==> src/rtl/vdp_super_rgb_mixer_if.sv <==
// Pixel-path bundle between the video timing/source stages and the super RGB mixer.
// master drives pixels and timing and reads the mixed RGB; slave is the mixer.
interface vdp_super_rgb_mixer_if;
    logic        vdp_super;
    logic [7:0]  super_red;
    logic [7:0]  super_green;
    logic [7:0]  super_blue;
    logic [5:0]  vdp_red;
    logic [5:0]  vdp_green;
    logic [5:0]  vdp_blue;
    logic        blank;
    logic [10:0] cx;
    logic [9:0]  cy;
    logic [7:0]  out_red;
    logic [7:0]  out_green;
    logic [7:0]  out_blue;
    logic        out_src_super;
    logic [1:0]  mix_state;

    modport master (
        output vdp_super, super_red, super_green, super_blue,
        output vdp_red, vdp_green, vdp_blue, blank, cx, cy,
        input  out_red, out_green, out_blue, out_src_super, mix_state
    );

    modport slave (
        input  vdp_super, super_red, super_green, super_blue,
        input  vdp_red, vdp_green, vdp_blue, blank, cx, cy,
        output out_red, out_green, out_blue, out_src_super, mix_state
    );
endinterface

==> src/rtl/vdp_super_rgb_mixer.sv <==
// Final RGB stage: delay-aligns super-res RGB to the legacy path and switches source at frame start.
// Define SUPER_RGB_MIXER_FADE_EN for a per-frame fade out/in; otherwise the switch is a hard cut.
module vdp_super_rgb_mixer #(
    parameter int unsigned PIPE_DELAY = 3,
    parameter int unsigned FADE_STEPS = 4
) (
    input logic                  clk,
    input logic                  reset,
    vdp_super_rgb_mixer_if.slave bus
);
    typedef enum logic [1:0] {
        StLegacy   = 2'd0,
        StFadeDown = 2'd1,
        StFadeUp   = 2'd2,
        StSuper    = 2'd3
    } mix_state_e;

    localparam logic [3:0] MaxLevel = 4'(FADE_STEPS);

    logic [PIPE_DELAY-1:0][23:0] dl_q, dl_d;
    mix_state_e                  state_q, state_d;
    logic [3:0]                  level_q, level_d;
    logic                        cur_src_q, cur_src_d;
    logic [23:0]                 rgb_q, rgb_d;

    logic        frame_tick;
    logic        want;
    logic [23:0] legacy_rgb;
    logic [23:0] src_rgb;
    logic [3:0]  shift;

    assign frame_tick = (bus.cx == '0) && (bus.cy == '0);
    assign want       = bus.vdp_super;
    assign legacy_rgb = {bus.vdp_red, bus.vdp_red[5:4], bus.vdp_green, bus.vdp_green[5:4],
                         bus.vdp_blue, bus.vdp_blue[5:4]};
    assign src_rgb    = cur_src_q ? dl_q[PIPE_DELAY-1] : legacy_rgb;
    // Clamp keeps the attenuation bounded even if level ever exceeds the fade depth.
    assign shift      = (level_q > MaxLevel) ? MaxLevel : level_q;

    always_comb begin
        dl_d    = dl_q;
        dl_d[0] = {bus.super_red, bus.super_green, bus.super_blue};
        for (int i = 1; i < int'(PIPE_DELAY); i++) begin
            dl_d[i] = dl_q[i-1];
        end
    end

    always_comb begin
        rgb_d = '0;
        if (!bus.blank) begin
            rgb_d[23:16] = src_rgb[23:16] >> shift;
            rgb_d[15:8]  = src_rgb[15:8] >> shift;
            rgb_d[7:0]   = src_rgb[7:0] >> shift;
        end
    end

    always_comb begin
        state_d   = state_q;
        level_d   = level_q;
        cur_src_d = cur_src_q;
        if (frame_tick) begin
`ifdef SUPER_RGB_MIXER_FADE_EN
            case (state_q)
                StLegacy, StSuper: begin
                    if (want != cur_src_q) begin
                        state_d = StFadeDown;
                        level_d = 4'd1;
                    end
                end
                StFadeDown: begin
                    // A withdrawn request turns the fade around without swapping source.
                    if (want == cur_src_q) begin
                        state_d = StFadeUp;
                    end else if (level_q < MaxLevel) begin
                        level_d = level_q + 4'd1;
                    end else begin
                        cur_src_d = ~cur_src_q;
                        state_d   = StFadeUp;
                    end
                end
                StFadeUp: begin
                    if (want != cur_src_q) begin
                        state_d = StFadeDown;
                    end else if (level_q > 4'd1) begin
                        level_d = level_q - 4'd1;
                    end else begin
                        level_d = '0;
                        state_d = cur_src_q ? StSuper : StLegacy;
                    end
                end
                default: state_d = StLegacy;
            endcase
`else
            level_d = '0;
            if (want != cur_src_q) begin
                cur_src_d = want;
                state_d   = want ? StSuper : StLegacy;
            end
`endif
        end
    end

    always_ff @(posedge clk or posedge reset) begin
        if (reset) begin
            dl_q      <= '0;
            state_q   <= StLegacy;
            level_q   <= '0;
            cur_src_q <= 1'b0;
            rgb_q     <= '0;
        end else begin
            dl_q      <= dl_d;
            state_q   <= state_d;
            level_q   <= level_d;
            cur_src_q <= cur_src_d;
            rgb_q     <= rgb_d;
        end
    end

    assign bus.out_red       = rgb_q[23:16];
    assign bus.out_green     = rgb_q[15:8];
    assign bus.out_blue      = rgb_q[7:0];
    assign bus.out_src_super = cur_src_q;
    assign bus.mix_state     = state_q;
endmodule

==> src/flat_wrapper.sv <==
// flat-port wrapper written by rule: the top's interface ports become plain ports
module vdp_super_rgb_mixer_flat 
#(
    parameter int unsigned PIPE_DELAY = 3,
    parameter int unsigned FADE_STEPS = 4
)
  (clk, reset, bus_vdp_super, bus_super_red, bus_super_green, bus_super_blue, bus_vdp_red, bus_vdp_green, bus_vdp_blue, bus_blank, bus_cx, bus_cy, bus_out_red, bus_out_green, bus_out_blue, bus_out_src_super, bus_mix_state);
  vdp_super_rgb_mixer_if bus_i ();
  input logic clk;
  input logic reset;
  input wire logic [$bits(bus_i.vdp_super)-1:0] bus_vdp_super;
  input wire logic [$bits(bus_i.super_red)-1:0] bus_super_red;
  input wire logic [$bits(bus_i.super_green)-1:0] bus_super_green;
  input wire logic [$bits(bus_i.super_blue)-1:0] bus_super_blue;
  input wire logic [$bits(bus_i.vdp_red)-1:0] bus_vdp_red;
  input wire logic [$bits(bus_i.vdp_green)-1:0] bus_vdp_green;
  input wire logic [$bits(bus_i.vdp_blue)-1:0] bus_vdp_blue;
  input wire logic [$bits(bus_i.blank)-1:0] bus_blank;
  input wire logic [$bits(bus_i.cx)-1:0] bus_cx;
  input wire logic [$bits(bus_i.cy)-1:0] bus_cy;
  output wire logic [$bits(bus_i.out_red)-1:0] bus_out_red;
  output wire logic [$bits(bus_i.out_green)-1:0] bus_out_green;
  output wire logic [$bits(bus_i.out_blue)-1:0] bus_out_blue;
  output wire logic [$bits(bus_i.out_src_super)-1:0] bus_out_src_super;
  output wire logic [$bits(bus_i.mix_state)-1:0] bus_mix_state;
  assign bus_i.vdp_super = bus_vdp_super;
  assign bus_i.super_red = bus_super_red;
  assign bus_i.super_green = bus_super_green;
  assign bus_i.super_blue = bus_super_blue;
  assign bus_i.vdp_red = bus_vdp_red;
  assign bus_i.vdp_green = bus_vdp_green;
  assign bus_i.vdp_blue = bus_vdp_blue;
  assign bus_i.blank = bus_blank;
  assign bus_i.cx = bus_cx;
  assign bus_i.cy = bus_cy;
  assign bus_out_red = bus_i.out_red;
  assign bus_out_green = bus_i.out_green;
  assign bus_out_blue = bus_i.out_blue;
  assign bus_out_src_super = bus_i.out_src_super;
  assign bus_mix_state = bus_i.mix_state;
  vdp_super_rgb_mixer #(.PIPE_DELAY(PIPE_DELAY), .FADE_STEPS(FADE_STEPS)) u_core (.clk(clk), .reset(reset), .bus(bus_i));
endmodule
==> config.mk <==
export PLATFORM = sky130hd
export DESIGN_NAME = vdp_super_rgb_mixer_flat
export DESIGN_NICKNAME = d
export VERILOG_FILES = /design/src/rtl/vdp_super_rgb_mixer_if.sv /design/src/rtl/vdp_super_rgb_mixer.sv /design/src/flat_wrapper.sv
export SDC_FILE = /design/constraint.sdc
export NUM_CORES = 1
export LEC_CHECK = 0
export BUFFER_PORTS_ARGS = -buffer_cell sky130_fd_sc_hd__buf_4
export CAP_MARGIN = 20
export CELL_PAD_IN_SITES_DETAIL_PLACEMENT = 0
export CELL_PAD_IN_SITES_GLOBAL_PLACEMENT = 1
export CORE_MARGIN = 3
export CORE_UTILIZATION = 40
export DETAILED_ROUTE_END_ITERATION = 8
export PLACE_DENSITY_LB_ADDON = 0.1
export SYNTH_ARGS = -nofsm -noshare
export SYNTH_HDL_FRONTEND = slang
export SYNTH_SLANG_ARGS = --single-unit
==> constraint.sdc <==
create_clock -name clk -period 3.5 [get_ports clk]
set_clock_uncertainty 0.2 [all_clocks]
set_input_delay 0.175 -clock clk [delete_from_list [all_inputs] [get_ports clk]]
set_output_delay 0.175 -clock clk [all_outputs]
set_load 0.1 [all_outputs]
---- Word-level counts from Yosys, hierarchy flattened ----
Cells that the tools add are included.
cells by class
  bitwise logic cells ..................... 0
  $add $sub $neg .......................... 0
  div/mod/pow operators ................... 0
  mux-type cells .......................... 3
  reduce and logical (&&, ||, !) cells .... 4
  shift-type cells ........................ 0
  order comparisons ....................... 0
  eq/ne operators ......................... 1
  $mul .................................... 0
operators with widths
  operator             number
  $mux W24             2
  $logic_not A11 Y1    1
  $logic_not A10 Y1    1
  $mux W2              1
  $reduce_and A2 Y1    1
  $logic_and A1 B1 Y1  1
  $ne A1 B1 Y1         1
word-level totals
  bits in latches ......................... 0
  bits in read-only memories .............. 0
  register bits ........................... 99
  memory bits (writable) .................. 0
  input port bits ......................... 67
  memories kept ........................... 0
  output and inout port bits .............. 27

---- Logic depth before layout (Yosys ltp) ----
  word-level depth ........................ 3
  gate-level depth with buffers ........... 4

---- Worst setup path before layout ----
OpenSTA, ideal clock, no wires.
  kind .................................... register to register
  from .................................... register, netlist name u_core.bus.mix_state[0]
  to ...................................... register u_core.rgb_q[2]
  path buffers ............................ 1
  library setup time ...................... 0.132 ns
  period minus slack after synthesis ...... 1.938 ns
  slack ................................... 1.562 ns
  data arrival time ....................... 1.606 ns
  stages on the path, launching flop included .. 4
  cell sequence ........................... dfrtp_1 -> clkbuf_1 -> mux2i_1 -> nor2_1
RTL lines
  item                    line                        text
  end signal: assignment  vdp_super_rgb_mixer.sv:115  rgb_q <= rgb_d;
  end: declaration        vdp_super_rgb_mixer.sv:24   logic [23:0] rgb_q, rgb_d;

==> results.toml <==
[finish]
area_delta_synth_final_pct = 55.9
fin_util = 0.650
nFillCells = 523
drive_gt1_frac = 0.339
n_antenna_cell = 0
final_area_um2 = 4440
layout.nets = 395

[pwr]
p_int_mw = 1.56
clkPwrFrac = 0.296
p_leak_nw = 2.10
swShare = 0.256
netSwitchingPower_mw = 0.537
p_comb_frac = 0.135
powerDensity_nw_per_um2 = 471
ir_drop_mv = 0.296
p_seq_frac = 0.569

[die]
die_area_um2 = 8170
coreArea_um2 = 6830
die_x_um = 90.4
io_pins = 94
die_y_um = 90.4
start_util = 0.417
std_cell_rows = 30

[critical_path]
startpoint_type = "flop"
worst-setup-path-type = "flop to flop"
endpoint_kind = "flop"
cp_data_required_time_ns = 3.53
path_max_fanout = 27
arrival_ns = 2.49

[drt]
drt_iter0_drc = 34
drc = 0
vias = 1818
ant_nets = 0
routed_wl_um = 5140
viasPerCell = 4.24
drt_pre_antenna_iters = 2
wl_per_cell_um = 12.0

[timing]
worst_pin_slew_ns = 1.00
tns_ns = 0
final_max_slew_viol_count = 0
max_freq_mhz = 406
hold_viol = 0
timing.hold.ws_ns = 0.148
fin_crit_ns = 2.46
relSlewSlack = 0.330
rsz0062_at_grt = "no"
fin_crit_sh = 0.704
setup_ws_ns = 1.04
setup_violations = 0

[yosys]
ys.flop_type = "dfrtp_1"
synth_fp_nets = 234
synth_seq_cells = 97
synth_warnings = 0
synthCells = 167
synth_commonest_cells = "97 x dfrtp_1, 12 x a21oi_1, 12 x mux2i_1, 12 x nand2_1, 12 x nor2_1"
syn_area_um2 = 2850
synth-edff-count = 0
ys_seq_area_frac = 0.852
synth_cell_types = 16
syn_avg_cell_area_um2 = 17.1
yosysTopAreaCell = "dfrtp_1"
yosysTopAreaCellShare = 0.852
post-synth-top-count-cell = "dfrtp_1"
synthArstFlopShare = 1.00
synthTopCellsByArea = "dfrtp_1 85%, mux2i_1 4.2%, a21oi_1 2.1%"

[cts]
cts_sinks = 97
htree_num_levels = 3
clk_pin_slew_worst_paths_ns = 0.09
numCtsBuffers = 9
cts_setup_buffers = 0
cts_tree = "done"
cts-root-buf = "clkbuf_8"
clock_path_buffers = 2
cts_resized = 0
clk_latency_ns = 0.34

[global_routing]
antenna_found_initial = 0
overflow = 0
grt_use_total = 0.142
grt_max_degree = 52
grt_pass1_vias = 2023
grt_pass1_wl_um = 9200

[placement]
post-place-ws_ns = 1.59
place.gp.congestion = 0.672
port_buffers = 93
placed_area_um2 = 3660
dpl.hpwl_um = 3220

[run_status]
status = "finished, final reports clean"

[hold_path]
min_path_type = "flop to flop"

[run]
drv_cap = 0
## metrics by stage
step                      power [mW]  instances
final                           2.09        429
after CTS                       2.12        429
after global routing            2.19        429
after global placement          1.44        352
after floorplan                 1.35        167
after detailed placement        1.45        352
## critical path, stage by stage (launching register included)
cell	delay (ns)
dfrtp_1	1.01
buf_4	0.29
mux2i_1	0.22
nor2_1	0.05
dlygate4sd3_1	0.57
## registers in the layout, summed over array words and instances (netlist names)
name                  count
u_core.bus.mix_state      1
u_core.rgb_q             24
u_core.dl_q              24
u_core.dl_d              48
## cells in the final DEF (no fill, tap or decap)
| master | netlist | final |
|---|---|---|
| nor3_1 | 1 | 1 |
| inv_4 | 0 | 1 |
| nor2_1 | 12 | 12 |
| mux2i_1 | 12 | 12 |
| dfrtp_1 | 97 | 97 |
| nor4_4 | 1 | 1 |
| nor4_1 | 3 | 3 |
| mux2_1 | 1 | 1 |
| clkinvlp_4 | 0 | 2 |
| nand2_1 | 12 | 12 |
| buf_4 | 2 | 96 |
| nand4_1 | 1 | 1 |
| clkinv_4 | 0 | 2 |
| a21oi_1 | 12 | 12 |
| dlygate4sd3_1 | 0 | 61 |
| inv_6 | 0 | 1 |
| nand2b_1 | 6 | 6 |
| or4_4 | 1 | 1 |
| clkbuf_1 | 4 | 2 |
| clkbuf_8 | 0 | 9 |
## power groups by stage
| stage | logic [mW] | registers, mW | clock network [mW] |
|---|---|---|---|
| 2_1_floorplan | 0.0327 | 1.31 | 0 |
| 4_1_cts | 0.286 | 1.19 | 0.644 |
| 5_1_grt | 0.303 | 1.20 | 0.691 |
| 3_5_place_dp | 0.232 | 1.21 | 0 |
| 3_3_place_gp | 0.232 | 1.21 | 0 |
| 6_report | 0.283 | 1.19 | 0.619 |
## layout make-up
class                           instances  area [um2]  share of cell area
Clock buffer                           11         131              0.0296
Clock inverter                          5        41.3             0.00930
Inverter                                1        6.26             0.00141
Multi-Input combinational cell         62         382              0.0860
Sequential cell                        97        2430               0.547
Tap cell                               96         120              0.0271
Timing Repair Buffer                  157        1330               0.300
## kinds of logic (layout without fill, tap and decap cells)
family | count (synthesis) | count (layout) | share of synthesized area
DFF | 97 | 97 | 0.852
and+or+nand+nor | 37 | 37 | 0.0668
muxes | 13 | 13 | 0.0461
AOI/OAI and AO/OA | 12 | 12 | 0.0211
buffers and inverters | 8 | 174 | 0.0136
## final timing paths
path | from | end | slack [ns] | cells after the start
min in group asynchronous | reset | u_core.dl_d[29] | 0.26 | 3
hold / removal | u_core.dl_d[65] | u_core.dl_q[65] | 0.15 | 0
max in group asynchronous | reset | u_core.rgb_q[11] | 2.11 | 4
hold reg to reg | u_core.dl_d[65] | u_core.dl_q[65] | 0.15 | 0
setup / recovery | u_core.bus.mix_state[0] | u_core.rgb_q[3] | 1.04 | 4
setup reg to reg | u_core.bus.mix_state[0] | u_core.rgb_q[3] | 1.04 | 4
## repair_timing
action                                  in CTS  in global routing
endpoints found under the setup margin       0                  0
endpoints found under the hold margin       98                  0
hold buffers                                61                  0
## per-layer routing
metal / vias up / part of all wire / GRT usage
li1: 859 / - / -
met4: 0 / 0.014 / 0.0612
met2: 67 / 0.51 / 0.239
met5: - / 0 / 0
met1: 886 / 0.41 / 0.171
met3: 6 / 0.065 / 0.0425
Note: power is estimated with default switching activity, not from simulation.
